--- config.mk ---
export PLATFORM = sky130hd
export DESIGN_NAME = tt_um_example_core
export DESIGN_NICKNAME = d
export VERILOG_FILES = /design/src/rtl/tt_um_example_core.sv
export SDC_FILE = /design/constraint.sdc
export NUM_CORES = 1
export LEC_CHECK = 0
export ABC_AREA = 0
export CELL_PAD_IN_SITES_DETAIL_PLACEMENT = 0
export CELL_PAD_IN_SITES_GLOBAL_PLACEMENT = 2
export CORE_AREA = 2 2 74 90
export CTS_CLUSTER_DIAMETER = 50
export DETAILED_ROUTE_END_ITERATION = 7
export DIE_AREA = 0 0 76 92
export PLACE_DENSITY = 0.88
export SYNTH_ARGS = -nofsm -noshare
export SYNTH_HDL_FRONTEND = slang
export SYNTH_SLANG_ARGS = --single-unit
--- constraint.sdc ---
create_clock -name clk -period 2.37 [get_ports clk]
set_input_delay 0.237 -clock clk [delete_from_list [all_inputs] [get_ports clk]]
set_output_delay 0.237 -clock clk [all_outputs]
set_load 0.03 [all_outputs]
--- src/rtl/tt_um_example_core.sv ---
// Tiny Tapeout tile: 8-bit loadable up/down counter with wrap detection,
// plus an 8-bit PWM generator whose duty is written from the data bus.
module tt_um_example_core (
  input  logic       clk,
  input  logic       rst_n,
  input  logic       ena,
  input  logic [7:0] ui_in,
  input  logic [7:0] uio_in,
  output logic [7:0] uo_out,
  output logic [7:0] uio_out,
  output logic [7:0] uio_oe
);

  logic [7:0] cnt;
  logic [7:0] duty;
  logic [7:0] phase;
  logic       wrap_p;
  logic       wrap_s;

  logic load;
  logic count_en;
  logic dir;
  logic duty_wr;
  logic step_wrap;
  logic pwm;

  assign load     = uio_in[0];
  assign count_en = uio_in[1];
  assign dir      = uio_in[2];
  assign duty_wr  = uio_in[3];

  // A wrap only happens on a real count step, which load suppresses.
  assign step_wrap = count_en && !load &&
                     ((dir && (cnt == 8'hFF)) || (!dir && (cnt == 8'h00)));

  // rst_n keeps its TT name but is a synchronous active-high reset.
  always_ff @(posedge clk) begin
    if (rst_n) begin
      cnt    <= 8'h00;
      duty   <= 8'h00;
      phase  <= 8'h00;
      wrap_p <= 1'b0;
      wrap_s <= 1'b0;
    end else if (ena) begin
      if (load) begin
        cnt <= ui_in;
      end else if (count_en) begin
        cnt <= dir ? cnt + 8'd1 : cnt - 8'd1;
      end

      wrap_p <= step_wrap;

      if (load) begin
        wrap_s <= 1'b0;
      end else if (step_wrap) begin
        wrap_s <= 1'b1;
      end

      if (duty_wr) begin
        duty <= ui_in;
      end

      phase <= phase + 8'd1;
    end
  end

  assign pwm = (phase < duty);

  assign uo_out  = cnt;
  assign uio_out = {wrap_s, (cnt == 8'h00), wrap_p, pwm, 4'b0000};
  assign uio_oe  = 8'hF0;

  // Upper strobe bits are reserved and intentionally ignored.
  logic unused_ok;
  assign unused_ok = &{1'b0, uio_in[7:4]};

endmodule

* Word-level counts from Yosys, hierarchy flattened *
Cells that the tools add are included.
W data, S select, Z words.

cells by class
  $add $sub $neg = 3
  $lt $le $gt $ge = 1
  equal/unequal tests = 1
  muxes and demuxes = 5
  reductions and logical operators = 13

operators by type and width
  cell                   number
  $mux W8                3
  $add A8 B1 Y8 const B  2
  $eq A8 B8 Y1 const B   1
  $logic_not A8 Y1       1
  $lt A8 B8 Y1           1
  $sub A8 B1 Y8 const B  1
  $reduce_and A2 Y1      3
  $logic_and A1 B1 Y1    4
  $reduce_bool A2 Y1     2
  $logic_not A1 Y1       2
  $mux W1                2
  $logic_or A1 B1 Y1     1

storage, ports and cells
  register bits = 26
  bits of input ports = 19
  output and inout bits = 24
  word-level logic and storage cells = 28

* Depth between registers and ports, before layout *
Gate-level depths: netlist of the first run.

  depth in word-level cells = 6
  gate-level depth with buffers = 7
  depth with buffers taken out = 7

* Worst setup path before layout of the first run *
Ideal clock, no wire load.

  kind = reg-to-reg
  start point = register cnt[1], in the netlist uo_out[1]
  end point = register cnt[7], in the netlist uo_out[7]
  library setup time = 0.074 ns
  data arrival time = 1.970 ns
  required time = 2.296 ns
  setup slack = 0.325 ns
  cell stages (with the launch flop) = 7
  buffers on the path = 0
  clock period less this slack = 2.045 ns
  path through = dfxtp_1 ha_1 a211oi_2 o31ai_4 and4_1 or3_1 a31oi_1

between the ends
  cells in the longest elaborated chain, start to end = 4
  elaborated cells on any way between the ends = 5
  classes of those cells = 2 x add/sub; 3 x mux

ends and longest elaborated chain
  what                                            line  source
  start: declaration                              14    logic [7:0] cnt;
  start signal: assignment                        46    cnt <= ui_in;
  start signal: assignment                        48    cnt <= dir ? cnt + 8'd1 : cnt - 8'd1;
  $sub A8 B1 Y8 or $add A8 B1 Y8 (tied branches)  48
  $mux W8 *                                       48
  $mux W8 *                                       47    end else if (count_en) begin
  $mux W8 *                                       45    if (load) begin

Every way passes the cells marked *; elsewhere a longest branch is shown, timed or not. The select of a mux whose other input is x is not followed.
A chain may end at the register's enable or synchronous reset.

* Worst setup path in the final report of the first run *
  start point = register cnt[7], in the netlist uo_out[7]
  end point = output uio_out[6]

between the ends
  cells in the longest elaborated chain, start to end = 1

ends and longest elaborated chain
  what              line  source
  $logic_not A8 Y1  70    assign uio_out = {wrap_s, (cnt == 8'h00), wrap_p, pwm, 4'b0000};
  end: declaration  10    output logic [7:0] uio_out,

No other way between the ends.

==> metrics.txt, run 1 <==
status=completed; largest net degree at the start of global routing=24; CTS Buf Count=3; total wire length after detailed routing=3859 µm; post-synth top area cell=dfxtp_1; synth top area cells=dfxtp_1 (31%), ha_1 (10%), buf_4 (6.7%); Syn-to-layout area delta=24.23%; Synth async-reset ratio=0%; fraction of final layout cells sized beyond drive strength 1=9.623%; htree depth=1; drt first-iter violations=49; Die Y=92 µm; P_leak=0.8239 nW; Clock Tree Root=clkbuf_8; Post-Layout Cell Count=324; final setup fails=0; Vias=1449; Worst Setup Start Kind=flop; crit path kind=reg -> out; max_cap viols=0; maximum clock rate=433.4 MHz; Final Max Tran Viols=0; drt wl/cell=11.91 µm; fin area=0.002078 mm²; routability cong.=0.8031; Overall Global Routing Usage=11.62%; Tcrit/Tclk final=97.35%; # clock sinks=26; FILL cells=690; ys flop type=dfxtp_1; Boundary Pins=43; FF+latch area=520.5 µm²; CP max FO=6; initial antenna violation count=0; CTS tree=done; Placed Instance Area=0.002036 mm²; worst reg-to-reg setup slack=0.36 ns; GRT overflow=0; post-DR vias/cell=4.472; Final min period=2.307 ns; final hold vios=0; nets=275; synthesized area=0.001673 mm²; ANT cells=0; Reg clk slew, reported paths=0.09 ns; Post-synth EDFFs=0; Multi-input gate area=0.001002 mm²; most common cell after layout, fill and taps aside=dfxtp_1; Chip Width=76 µm; starting density of the core=26.96%; hpwl dp=3039 µm; commonest non-fill, non-tap cells in the layout=dfxtp_1 (26), clkdlybuf4s50_1 (25), nand2_1 (23); unrepaired setup endpoints after global routing=false; Worst Setup End Kind=output port; Post-DRT Antenna Nets=0; Placed Instances=321; VDD IR-drop max=217.4 µV; die area=0.006992 mm²; Cell variety after synth=39; critical path data arrival time=2.07 ns; CTS Buffer Depth=2; IO Port Bufs=26; DRC=0; yosys synthesis warning count=0; Req. time, crit path=2.13 ns; synthesized area per cell=8.043 µm²; vias in the first global route=1422; global-route wire length before repair=6568 µm; DRT Pass-1 Iters=4; PwrDens=520.4 mW/mm²; register area share after synthesis=31.11%; clock skew=0.001613 ns; Worst-Skew Late Latency=0.27 ns; worst hold path type=reg -> reg; core footprint=0.006206 mm²; Post-CTS Setup Inserts=0; post-synthesis register bit count=26; Yosys top cell area share=31.11%; Row Count=32; Mapped Cells=208
==> registers in the layout (all words and copies together), names as in the netlist <==
signal / cells
duty: 8
wrap_p: 1
wrap_s: 1
uo_out: 8
phase: 8
==> layout make-up <==
class                   instances  area share (%)
repair buffers                 41           17.82
clock buffers                   3           1.987
flip-flops and latches         26           25.05
inverters                      10           1.806
multi-input cells             159           48.22
well taps                      85           5.117
==> logic make-up after synthesis <==
kind of cell | after synthesis | share of synthesized area (%)
compound gates | 48 | 18.03
xor+xnor | 10 | 5.235
fa+ha+maj | 15 | 11.67
buf+inv | 33 | 11.29
flops | 26 | 31.11
mux | 4 | 2.394
other cells | 2 | 0.4489
simple gates | 70 | 19.82
==> what timing repair did <==
action	CTS	global route
setup endpoints to repair	0	1
gates resized for setup	0	1
hold buffers	0	0
==> stage by stage <==
| stage | power (mW) | worst slack, ns | TNS [ns] | util (%) | hold WS (ns) |
|---|---|---|---|---|---|
| 3_3_place_gp | 0.8427 | -0.02869 | -0.03248 | 32.80 | 0.4433 |
| 6_report | 1.081 | 0.06276 | 0 | 33.49 | 0.4578 |
| 5_1_grt | 1.146 | 0.001778 | 0 | 33.49 | 0.4796 |
| 4_1_cts | 1.094 | 0.05333 | 0 | 33.47 | 0.4597 |
| 3_5_place_dp | 0.8443 | -0.04107 | -0.07542 | 32.80 | 0.4473 |
| 2_1_floorplan | 0.7338 | 0.3255 | 0 | - | 0.4002 |
==> per-layer routing <==
layer | vias to the layer above | track usage, % | routed length [µm]
li1 | 761 | - | -
met1 | 650 | 14.37 | 1742
met2 | 32 | 20.09 | 1911
met3 | 6 | 1.575 | 122
met4 | 0 | 5.303 | 83
met5 | - | 0 | 0
==> where the power goes <==
| part | switching [mW] | internal (mW) | total, mW | leakage (nW) |
|---|---|---|---|---|
| clock | 0.136 | 0.114 | 0.250 | 0.0216 |
| sequential | 0.0212 | 0.459 | 0.480 | 0.213 |
| combinational | 0.197 | 0.154 | 0.351 | 0.590 |
| total | 0.354 | 0.728 | 1.08 | 0.824 |
==> worst max-delay path: stages, from the launching register on <==
cell and delay, ns:
dfxtp_1 0.37, or4_1 0.59, nor2_1 0.15, clkdlybuf4s50_1 0.69
==> cells in the mapped netlist (all sizes together), types with 2 or more instances <==
master   count
a2111oi      2
a211oi       4
a21oi       23
and3         2
buf         19
clkbuf       4
conb         2
dfxtp       26
ha          14
inv         10
mux2i        4
nand2       23
nand2b       2
nand3        9
nand4        5
nor2        16
nor2b        3
nor3         3
o21a         2
o21ai       11
or3          4
or4          2
xnor2        4
xor2         6
==> path summary, 6_finish.rpt <==
| check | start | to | depth (start not counted) |
|---|---|---|---|
| hold reg to reg | duty[3] | duty[3] | 2 |
| setup / recovery | uo_out[7] | uio_out[6] | 3 |
| setup reg to reg | uo_out[0] | uo_out[6] | 7 |
| hold / removal | duty[3] | duty[3] | 2 |
Note: power is estimated with default switching activity, not from simulation.
==> run 2, diff against run 1 <==
--- a/config.mk
+++ b/config.mk
@@ -12,6 +12,7 @@
 export CTS_CLUSTER_DIAMETER = 50
 export DETAILED_ROUTE_END_ITERATION = 7
 export DIE_AREA = 0 0 76 92
+export GPL_ROUTABILITY_DRIVEN = 0
 export PLACE_DENSITY = 0.88
 export SYNTH_ARGS = -nofsm -noshare
 export SYNTH_HDL_FRONTEND = slang
==> results of run 2 <==
Final layout, timing and power as in run 1 (identical DEF).
==> run 3, diff against run 2 <==
--- a/config.mk
+++ b/config.mk
@@ -10,10 +10,11 @@
 export CELL_PAD_IN_SITES_GLOBAL_PLACEMENT = 2
 export CORE_AREA = 2 2 74 90
 export CTS_CLUSTER_DIAMETER = 50
+export CTS_CLUSTER_SIZE = 8
 export DETAILED_ROUTE_END_ITERATION = 7
 export DIE_AREA = 0 0 76 92
 export GPL_ROUTABILITY_DRIVEN = 0
-export PLACE_DENSITY = 0.88
+export PLACE_DENSITY_LB_ADDON = 0.08
 export SYNTH_ARGS = -nofsm -noshare
 export SYNTH_HDL_FRONTEND = slang
 export SYNTH_SLANG_ARGS = --single-unit
==> run 3 against run 2 <==
  * Highest routed layer unchanged
  * Critical path type is now in -> reg
  * Sequential share of layout area is 0.11 points lower
  * Sequential cell count unchanged
  * Clock power rose by 17%
  * Largest power group unchanged
  * Sequential power rose by 1%
  * Non-clock buffer count shrank 1
==> metrics.txt, run 3 (synthesis results as in run 1) <==
crit path kind=in -> reg; setup TNS=0 ns (unchanged); core footprint=0.006206 mm² (unchanged); Row Count=32 (unchanged); hpwl dp=3270 µm (+7.6%); FILL cells=682 (-1.2%); final hold slack=0.4612 ns (+0.003393 ns); sw frac=32.53% (-0.19 points); CTS tree=done; DRT Pass-1 Iters=4 (unchanged); Worst Setup Start Kind=primary input; P_leak=0.8412 nW (+2.1%); VDD IR-drop max=229.1 µV (+5.4%); DRC=0 (unchanged); Vias=1445 (-0.28%); CTS Buf Count=3 (unchanged); GRT overflow=0 (unchanged); Req. time, crit path=2.57 ns (+0.44 ns); post-DR vias/cell=4.460 (-0.28%); max_cap viols=0 (unchanged); worst reg-to-reg setup slack=0.34 ns (-0.02 ns); htree depth=1 (unchanged); Hold-fix buffers, CTS=0 (unchanged); Reg clk slew, reported paths=0.09 ns (about the same); Overall Global Routing Usage=12.51% (+0.89 points); final core occ=33.63% (+0.14 points); Post-CTS Setup Inserts=0 (unchanged); status=completed; Clk pwr share=26.1% (+3.0 points); sequential group share of total power=43.1% (-1.3 points); Multi-input gate area=0.001002 mm² (unchanged); Worst Setup End Kind=flop; vias in the first global route=1455 (+2.3%); nets=274 (-0.36%); initial antenna violation count=0 (unchanged); global-route wire length before repair=7031 µm (+7.0%); die area=0.006992 mm² (unchanged); Clock Tree Root=clkbuf_8; drt wl/cell=12.82 µm (+7.7%); commonest non-fill, non-tap cells in the layout=dfxtp_1 (26), clkdlybuf4s50_1 (24), nand2_1 (23); FF+latch area=520.5 µm² (unchanged); unrepaired setup endpoints after global routing=false; IO Port Bufs=26 (unchanged); combinational group share of total power=30.8% (-1.7 points); post_cts resized=0 (unchanged); final hold vios=0 (unchanged); ANT cells=0 (unchanged); Die Y=92 µm (unchanged); worst hold path type=reg -> reg; Syn-to-layout area delta=24.76%; max_slew headroom=65.31%; critical path data arrival time=2.39 ns (+0.32 ns); Final min period=2.185 ns (-0.1226 ns); clock skew=0.002422 ns (+0.0008094 ns); Tcrit/Tclk final=92.18% (-5.2 points); total wire length after detailed routing=4155 µm (+7.7%); starting density of the core=26.96% (unchanged); largest net degree at the start of global routing=23 (-4.2%); total power=1.126 mW (+4.1%); Switch Pwr=366.3 µW (+3.5%); Final Max Tran Viols=0 (unchanged); PwrDens=539.6 mW/mm² (+3.7%); Post-DRT Antenna Nets=0 (unchanged); worst-margin pin slew=0.5191 ns; maximum clock rate=457.8 MHz (+5.6%); CP max FO=6 (unchanged); # clock sinks=26 (unchanged); Int Pwr=759.8 µW (+4.4%); final setup fails=0 (unchanged); setup slack after placement=-0.1369 ns (-0.09586 ns); Chip Width=76 µm (unchanged); Boundary Pins=43 (unchanged); most common cell after layout, fill and taps aside=dfxtp_1; CTS Buffer Depth=2 (unchanged); drt first-iter violations=52 (+6.1%); Worst-Skew Late Latency=0.27 ns (about the same); setup ws final=0.1854 ns (+0.1226 ns); fraction of final layout cells sized beyond drive strength 1=9.623% (unchanged)
## run 3: cell types whose count changed in the layout (fill, tap and decap cells not counted)
cell	delta
buf_4	-1
clkdlybuf4s50_1	-1
dlymetal6s2s_1	+1
clkbuf_8	+1
## run 3: critical path, stage by stage
cell and delay, ns:
clkdlybuf4s50_1 0.47, inv_1 0.13, ha_1 0.36, a211oi_2 0.33, o31ai_4 0.12, and4_1 0.21
or3_1 0.36, a31oi_1 0.16
## run 3: path summary, 6_finish.rpt
| kind | start | endpoint | depth (start not counted) |
|---|---|---|---|
| worst max-delay path | uio_in[2] | uo_out[7] | 8 |
| worst min-delay path | duty[0] | duty[0] | 2 |
| worst max register to register | uo_out[1] | uo_out[7] | 6 |
| worst min register to register | duty[0] | duty[0] | 2 |
## run 3: cell type report
cell class / count / share of cell area [%]
multi-input cells: 159 / 48.02
inverters: 10 / 1.799
well taps: 85 / 5.096
repair buffers: 40 / 17.51
clock buffers: 4 / 2.638
flip-flops and latches: 26 / 24.94
## run 3: layer usage
| layer | track usage [%] | part of all wire, % |
|---|---|---|
| met2 | 23.29 | 53 |
| met1 | 15.05 | 44 |
| met3 | 1.181 | 1.2 |
| met4 | 4.091 | 1.1 |
| met5 | 0 | 0 |
## run 3: metrics by stage
step,cells,area (µm²)
floorplan,218,1710
global route,324,2087
finish,324,2087
detailed placement,320,2028
global placement,320,2028
CTS,324,2083
## run 3: power groups by stage
| stage | clock, mW | sequential [mW] | combinational, mW |
|---|---|---|---|
| 6_report | 0.293 | 0.485 | 0.347 |
| 5_1_grt | 0.334 | 0.490 | 0.381 |
| 4_1_cts | 0.307 | 0.486 | 0.350 |
| 3_5_place_dp | 0 | 0.496 | 0.348 |
| 3_3_place_gp | 0 | 0.496 | 0.345 |
| 2_1_floorplan | 0 | 0.512 | 0.221 |
